## src/rtl/des_pkg.sv

```systemverilog
// Shared types and constants for the Triple-DES control path: FSM states,
// key selectors, round count and the per-round key-schedule rotate amounts.
package des_pkg;

    typedef enum logic [1:0] {
        ST_IDLE  = 2'd0,
        ST_LOAD  = 2'd1,
        ST_ROUND = 2'd2,
        ST_DONE  = 2'd3
    } seq_state_t;

    localparam int DES_ROUNDS = 16;

    localparam logic [1:0] KEY_K1 = 2'd0;
    localparam logic [1:0] KEY_K2 = 2'd1;
    localparam logic [1:0] KEY_K3 = 2'd2;

    // Index 15 is the leftmost entry; encrypt rotates left, decrypt rotates right
    // and skips the rotate on round 0 so it starts from the last encrypt subkey.
    localparam logic [15:0][1:0] ENC_SHIFT = {
        2'd1, 2'd2, 2'd2, 2'd2, 2'd2, 2'd2, 2'd2, 2'd1,
        2'd2, 2'd2, 2'd2, 2'd2, 2'd2, 2'd2, 2'd1, 2'd1
    };
    localparam logic [15:0][1:0] DEC_SHIFT = {
        2'd1, 2'd2, 2'd2, 2'd2, 2'd2, 2'd2, 2'd2, 2'd1,
        2'd2, 2'd2, 2'd2, 2'd2, 2'd2, 2'd2, 2'd1, 2'd0
    };

    // EDE key order for a pass; decrypt walks the keys backwards.
    function automatic logic [1:0] pass_key(input logic [1:0] pass, input logic dir,
                                            input int num_passes);
        logic [1:0] k;
        if (num_passes == 1) begin
            k = KEY_K1;
        end else begin
            case (pass)
                2'd0:    k = dir ? KEY_K3 : KEY_K1;
                2'd1:    k = KEY_K2;
                default: k = dir ? KEY_K1 : KEY_K3;
            endcase
        end
        return k;
    endfunction

    // The middle pass runs opposite to the block direction.
    function automatic logic pass_dir(input logic [1:0] pass, input logic dir,
                                      input int num_passes);
        logic d;
        if (num_passes == 1) begin
            d = dir;
        end else begin
            d = dir ^ (pass == 2'd1);
        end
        return d;
    endfunction

endpackage

```

## src/rtl/tdes_sequencer_if.sv

```systemverilog
// Input/output valid-ready handshake of the Triple-DES sequencer.
interface tdes_sequencer_if;
    logic in_valid;
    logic in_ready;
    logic tdes_decrypt;
    logic out_valid;
    logic out_ready;

    modport master (output in_valid, output tdes_decrypt, output out_ready,
                    input in_ready, input out_valid);
    modport slave  (input in_valid, input tdes_decrypt, input out_ready,
                    output in_ready, output out_valid);
endinterface

```

## src/rtl/des_shift_sched.sv

```systemverilog
// Key-schedule C/D rotate amount for a given round and pass direction.
module des_shift_sched
    import des_pkg::*;
(
    input  logic [3:0] round_num,
    input  logic       pass_decrypt,
    output logic [1:0] shift_amt
);

    // Table lookup by direction.
    always_comb begin
        if (pass_decrypt) begin
            shift_amt = DEC_SHIFT[round_num];
        end else begin
            shift_amt = ENC_SHIFT[round_num];
        end
    end

endmodule

```

## src/rtl/tdes_sequencer.sv

```systemverilog
// Control FSM for the iterated Triple-DES datapath: sequences EDE passes of
// Feistel rounds and drives key select, rotate amounts and round strobes.
module tdes_sequencer
    import des_pkg::*;
#(
    parameter int NUM_PASSES = 3,
    parameter int ROUNDS     = DES_ROUNDS
) (
    input  logic             clk,
    input  logic             n_rst,
    input  logic             clear,
    tdes_sequencer_if.slave  bus,
    output logic             load_block,
    output logic             load_key,
    output logic [1:0]       key_sel,
    output logic             pass_decrypt,
    output logic [1:0]       pass_num,
    output logic             round_en,
    output logic [3:0]       round_num,
    output logic [1:0]       shift_amt,
    output logic             last_round,
    output logic             busy
);

    seq_state_t state_r, nxt_state_s;
    logic [1:0] pass_r, nxt_pass_s;
    logic [3:0] round_r, nxt_round_s;
    logic       dir_r, nxt_dir_s;
    logic       nxt_pass_dec_s;
    logic [1:0] nxt_key_s;
    logic [1:0] sched_shift_s;

    assign pass_num  = pass_r;
    assign round_num = round_r;

    // Next state and counters; clear overrides every transition.
    always_comb begin
        nxt_state_s = state_r;
        nxt_pass_s  = pass_r;
        nxt_round_s = round_r;
        nxt_dir_s   = dir_r;
        if (clear) begin
            nxt_state_s = ST_IDLE;
            nxt_pass_s  = 2'd0;
            nxt_round_s = 4'd0;
        end else begin
            case (state_r)
                ST_IDLE: begin
                    nxt_pass_s  = 2'd0;
                    nxt_round_s = 4'd0;
                    if (bus.in_valid && bus.in_ready) begin
                        nxt_dir_s   = bus.tdes_decrypt;
                        nxt_state_s = ST_LOAD;
                    end else begin
                        nxt_state_s = ST_IDLE;
                    end
                end
                ST_LOAD: begin
                    nxt_state_s = ST_ROUND;
                    nxt_round_s = 4'd0;
                end
                ST_ROUND: begin
                    if (round_r == 4'(ROUNDS - 1)) begin
                        if (pass_r == 2'(NUM_PASSES - 1)) begin
                            nxt_state_s = ST_DONE;
                        end else begin
                            nxt_pass_s  = pass_r + 2'd1;
                            nxt_round_s = 4'd0;
                            nxt_state_s = ST_LOAD;
                        end
                    end else begin
                        nxt_round_s = round_r + 4'd1;
                    end
                end
                ST_DONE: begin
                    if (bus.out_valid && bus.out_ready) begin
                        nxt_state_s = ST_IDLE;
                        nxt_pass_s  = 2'd0;
                        nxt_round_s = 4'd0;
                    end else begin
                        nxt_state_s = ST_DONE;
                    end
                end
                default: begin
                    nxt_state_s = ST_IDLE;
                    nxt_pass_s  = 2'd0;
                    nxt_round_s = 4'd0;
                end
            endcase
        end
    end

    // Pass mapping of the upcoming cycle, so outputs can be registered.
    always_comb begin
        nxt_key_s      = pass_key(nxt_pass_s, nxt_dir_s, NUM_PASSES);
        nxt_pass_dec_s = pass_dir(nxt_pass_s, nxt_dir_s, NUM_PASSES);
    end

    des_shift_sched u_shift_sched (
        .round_num    (nxt_round_s),
        .pass_decrypt (nxt_pass_dec_s),
        .shift_amt    (sched_shift_s)
    );

    // State, counters and all outputs registered from the next-state decode.
    always_ff @(posedge clk or negedge n_rst) begin
        if (!n_rst) begin
            state_r       <= ST_IDLE;
            pass_r        <= 2'd0;
            round_r       <= 4'd0;
            dir_r         <= 1'b0;
            bus.in_ready  <= 1'b1;
            bus.out_valid <= 1'b0;
            busy          <= 1'b0;
            load_block    <= 1'b0;
            load_key      <= 1'b0;
            key_sel       <= 2'd0;
            pass_decrypt  <= 1'b0;
            round_en      <= 1'b0;
            shift_amt     <= 2'd0;
            last_round    <= 1'b0;
        end else begin
            state_r       <= nxt_state_s;
            pass_r        <= nxt_pass_s;
            round_r       <= nxt_round_s;
            dir_r         <= nxt_dir_s;
            bus.in_ready  <= (nxt_state_s == ST_IDLE);
            bus.out_valid <= (nxt_state_s == ST_DONE);
            busy          <= (nxt_state_s != ST_IDLE);
            load_key      <= (nxt_state_s == ST_LOAD);
            load_block    <= (nxt_state_s == ST_LOAD) && (nxt_pass_s == 2'd0);
            round_en      <= (nxt_state_s == ST_ROUND);
            last_round    <= (nxt_state_s == ST_ROUND) && (nxt_round_s == 4'(ROUNDS - 1));
            if ((nxt_state_s == ST_LOAD) || (nxt_state_s == ST_ROUND)) begin
                key_sel      <= nxt_key_s;
                pass_decrypt <= nxt_pass_dec_s;
            end else begin
                key_sel      <= 2'd0;
                pass_decrypt <= 1'b0;
            end
            if (nxt_state_s == ST_ROUND) begin
                shift_amt <= sched_shift_s;
            end else begin
                shift_amt <= 2'd0;
            end
        end
    end

endmodule

```

## src/flat_wrapper.sv

```systemverilog
// flat-port wrapper written by rule: the top's interface ports become plain ports
module tdes_sequencer_flat import des_pkg::*;
#(
    parameter int NUM_PASSES = 3,
    parameter int ROUNDS     = DES_ROUNDS
)
  (clk, n_rst, clear, load_block, load_key, key_sel, pass_decrypt, pass_num, round_en, round_num, shift_amt, last_round, busy, bus_in_valid, bus_tdes_decrypt, bus_out_ready, bus_in_ready, bus_out_valid);
  tdes_sequencer_if bus_i ();
  input  logic clk;
  input  logic n_rst;
  input  logic clear;
  output logic load_block;
  output logic load_key;
  output logic [1:0] key_sel;
  output logic pass_decrypt;
  output logic [1:0] pass_num;
  output logic round_en;
  output logic [3:0] round_num;
  output logic [1:0] shift_amt;
  output logic last_round;
  output logic busy;
  input wire logic [$bits(bus_i.in_valid)-1:0] bus_in_valid;
  input wire logic [$bits(bus_i.tdes_decrypt)-1:0] bus_tdes_decrypt;
  input wire logic [$bits(bus_i.out_ready)-1:0] bus_out_ready;
  output wire logic [$bits(bus_i.in_ready)-1:0] bus_in_ready;
  output wire logic [$bits(bus_i.out_valid)-1:0] bus_out_valid;
  assign bus_i.in_valid = bus_in_valid;
  assign bus_i.tdes_decrypt = bus_tdes_decrypt;
  assign bus_i.out_ready = bus_out_ready;
  assign bus_in_ready = bus_i.in_ready;
  assign bus_out_valid = bus_i.out_valid;
  tdes_sequencer #(.NUM_PASSES(NUM_PASSES), .ROUNDS(ROUNDS)) u_core (.clk(clk), .n_rst(n_rst), .clear(clear), .bus(bus_i), .load_block(load_block), .load_key(load_key), .key_sel(key_sel), .pass_decrypt(pass_decrypt), .pass_num(pass_num), .round_en(round_en), .round_num(round_num), .shift_amt(shift_amt), .last_round(last_round), .busy(busy));
endmodule
```

## config.mk

```make
export PLATFORM = sky130hd
export DESIGN_NAME = tdes_sequencer_flat
export DESIGN_NICKNAME = d
export VERILOG_FILES = /design/src/rtl/des_pkg.sv /design/src/rtl/tdes_sequencer_if.sv /design/src/rtl/des_shift_sched.sv /design/src/rtl/tdes_sequencer.sv /design/src/flat_wrapper.sv
export SDC_FILE = /design/constraint.sdc
export NUM_CORES = 1
export LEC_CHECK = 0
export ABC_AREA = 1
export CELL_PAD_IN_SITES_DETAIL_PLACEMENT = 0
export CELL_PAD_IN_SITES_GLOBAL_PLACEMENT = 2
export CORE_UTILIZATION = 29
export CTS_CLUSTER_DIAMETER = 150
export DETAILED_ROUTE_END_ITERATION = 10
export PLACE_DENSITY = 0.81
export SLEW_MARGIN = 25
export SYNTH_ARGS = -nofsm -noshare
export SYNTH_HDL_FRONTEND = slang
export SYNTH_SLANG_ARGS = --single-unit
```

## constraint.sdc

```tcl
create_clock -name clk -period 2.3 [get_ports clk]
set_clock_uncertainty 0.1 [all_clocks]
set_input_delay 0.345 -clock clk [delete_from_list [all_inputs] [get_ports clk]]
set_output_delay 0.345 -clock clk [all_outputs]
set_load 0.01 [all_outputs]
```

==> results.ini <==
[outcome]
status=finished, final reports clean

[layout]
areaGrowthSynthToFinish_pct=31.7
drive_gt1_share_pct=14.9
seq_area_um2=527
multi_input_area_um2=503
fill_cells=404
antenna_cells=0
final_nets=182

[pwr]
swShare_pct=26.0
p_sw_w=0.000210
p_comb_share_pct=20.0
seqPwrFrac_pct=51.3
peakVddDrop_v=0.000373
power.internal_w=0.000595
powerDensity_nw_per_um2=536
total_power_w=0.000805
leakage_nw=0.726
clkPwrFrac_pct=28.7

[detailed_routing]
first_pass_iters=4
drt_iter0_markers=34
final_antenna_net_count=0
via_count=958
totalWireLength_um=2410
avgRoutedWirePerCell_um=11.2
vias_per_cell=4.44
drc=0

[placement]
gp_congestion=0.788
dp_hpwl_um=1930
port_buffers=23

[logic_synthesis]
synth_area_leaders=dfrtp_1, nand2_1, inv_1, ha_1, nand2_2
ys_dominant_reg_cell=dfrtp_1
synth_area_um2=1140
yosysUniqueCellTypes=23
synth_cells=138
yosysMostFrequentCell=nand2_1
ys_async_sr_fraction_pct=100
syn_area_per_cell_um2=8.26
synth_nets=151
yosys-top-cells-count=nand2_1, inv_1, dfrtp_1, nor2_1, nand3_1
synth_top_area_share_pct=43.9
synth_edf_count=0
yosysTopAreaCell=dfrtp_1
yosysWarnings=0
yosys_register_bits=21
synth_seq_area_share_pct=46.2

[sta]
fin_crit_sh_pct=91.1
drv_slew=0
maxSlewHeadroom_pct=79.7
rsz0062_at_grt=false
hold_viol_final=0
tightest_slew_ps=305
fin_setup_tns_ps=0
min_period_ps=2100
finalSetupViolCount=0
fmax_mhz=477

[critical_path]
crit_type=reg -> reg
critPathRequiredTime_ps=2380
startpoint_type=flip-flop
worstSetupEndpoint=u_core.shift_amt[0]
critPathCaptureType=flip-flop
regToRegStartpoint=u_core.round_num[1]
arrival_ps=2180
cp-startpoint=u_core.round_num[1]
reg2reg_to=u_core.shift_amt[0]
crit_fanout=7
r2r_slack_ps=200
rr_worst_depth=10

[cts]
cts_resized=0
h-tree-depth=1
hold_buffers=0
cts_made_buffers=3
insertion_delay_ps=250
post-cts-setup-buffers=0
cts_tree=built
clk_path_buf_depth=2
path_clk_slew_ps=80
cts.sinks=21
clockRootBuffer=clkbuf_8

[worst_hold_path]
hold_path.class=in -> async

[floorplanning]
rows=22
die_area_um2=4190
die_y_um=64.7
die_width_um=64.7
core_area_um2=3720
initial_utilization_pct=30.7
io_pins=24

[run]
cap_violations=0

[grt]
track_usage_pct=13.3
grt_remaining_overflow=0
grt_pass1_vias=980
grt_pass1_wl_um=4350
grt_max_degree=22
antenna_found_initial=0

## stage by stage
stage                     hold WS [ps]  std cells  instance area [um^2]  utilization (%)  setup WS (ps)
after floorplan                  -50.6        138                  1140                -            301
after global placement             444        212                  1460             39.2            254
after detailed placement           456        212                  1460             39.2            193
after CTS                          332        216                  1500             40.4            224
after global routing               368        216                  1500             40.4           46.7
final                              322        216                  1500             40.4            205
## placed cells by master (no fill, tap or decap), drive strengths merged
| master | synthesis | layout |
|---|---|---|
| ha | 7 | 7 |
| nand4 | 5 | 5 |
| a21oi | 6 | 6 |
| nand2 | 38 | 38 |
| clkdlybuf4s50 | 0 | 23 |
| clkbuf | 1 | 3 |
| dfrtp | 20 | 20 |
| inv | 26 | 26 |
| nor2 | 15 | 15 |
| nor3b | 1 | 1 |
| dfstp | 1 | 1 |
| clkinv | 2 | 3 |
| nand3 | 9 | 9 |
| o21ai | 5 | 5 |
| buf | 0 | 4 |
| o211a | 1 | 1 |
| a21boi | 1 | 1 |
## per-layer routing
layer  vias to the layer above  GRT usage, %  part of all wire, %
met5                         -             0                    0
met4                         0          4.17                  1.1
met3                         2          1.06                  1.5
met2                        18          22.2                   48
met1                       448          18.3                   49
li1                        490             -                    -
## cell type report
| cell class | count | share of cell area, % |
|---|---|---|
| Inverter | 28 | 7.00 |
| Tap cell | 48 | 4.00 |
| Sequential cell | 21 | 35.1 |
| Clock inverter | 1 | 0.333 |
| Timing Repair Buffer | 27 | 17.3 |
| Multi-Input combinational cell | 88 | 33.5 |
| Clock buffer | 3 | 2.75 |
## critical path, cell delays in order (launching register included)
cell and delay (ps):
dfrtp_1 440, ha_1 290, nand3_4 160, nor2_2 50, nor2_2 150, inv_1 60
a21oi_1 210, buf_4 170, ha_1 230, inv_1 70, a21oi_2 90
## registers in the layout, summed over array words and instances, names as in the netlist, 2 cells and up
signal	count
u_core.round_num	4
u_core.key_sel	2
u_core.pass_num	2
u_core.shift_amt	2
u_core.state_r	2
## worst min-delay path by stage
stage / from / end / slack, ps / cells after the start
after floorplan: n_rst / u_core.bus.out_valid / -50 / 0
after global placement: u_core.dir_r / u_core.dir_r / 440 / 2
after detailed placement: u_core.dir_r / u_core.dir_r / 460 / 2
after CTS: n_rst / u_core.key_sel[1] / 330 / 2
after global routing: n_rst / u_core.pass_num[1] / 370 / 2
final: n_rst / u_core.key_sel[1] / 320 / 2
## cells by family after synthesis
group | count (synthesis) | share of synthesized area, %
AND/OR/NAND/NOR | 68 | 28.8
buffers and inverters | 29 | 9.66
flip-flops | 21 | 46.2
AO/OA/AOI/OAI | 13 | 7.68
adder cells (fa/ha/maj) | 7 | 7.68
## power groups by stage
stage                     Combinational, W  Sequential [W]  Clock [W]
after CTS                         0.000164        0.000414   0.000239
final                             0.000161        0.000413   0.000231
after detailed placement          0.000163        0.000421          0
after global routing              0.000181        0.000416   0.000255
after floorplan                  0.0000715        0.000430          0
after global placement            0.000163        0.000421          0
Note: power is estimated with default switching activity, not from simulation.
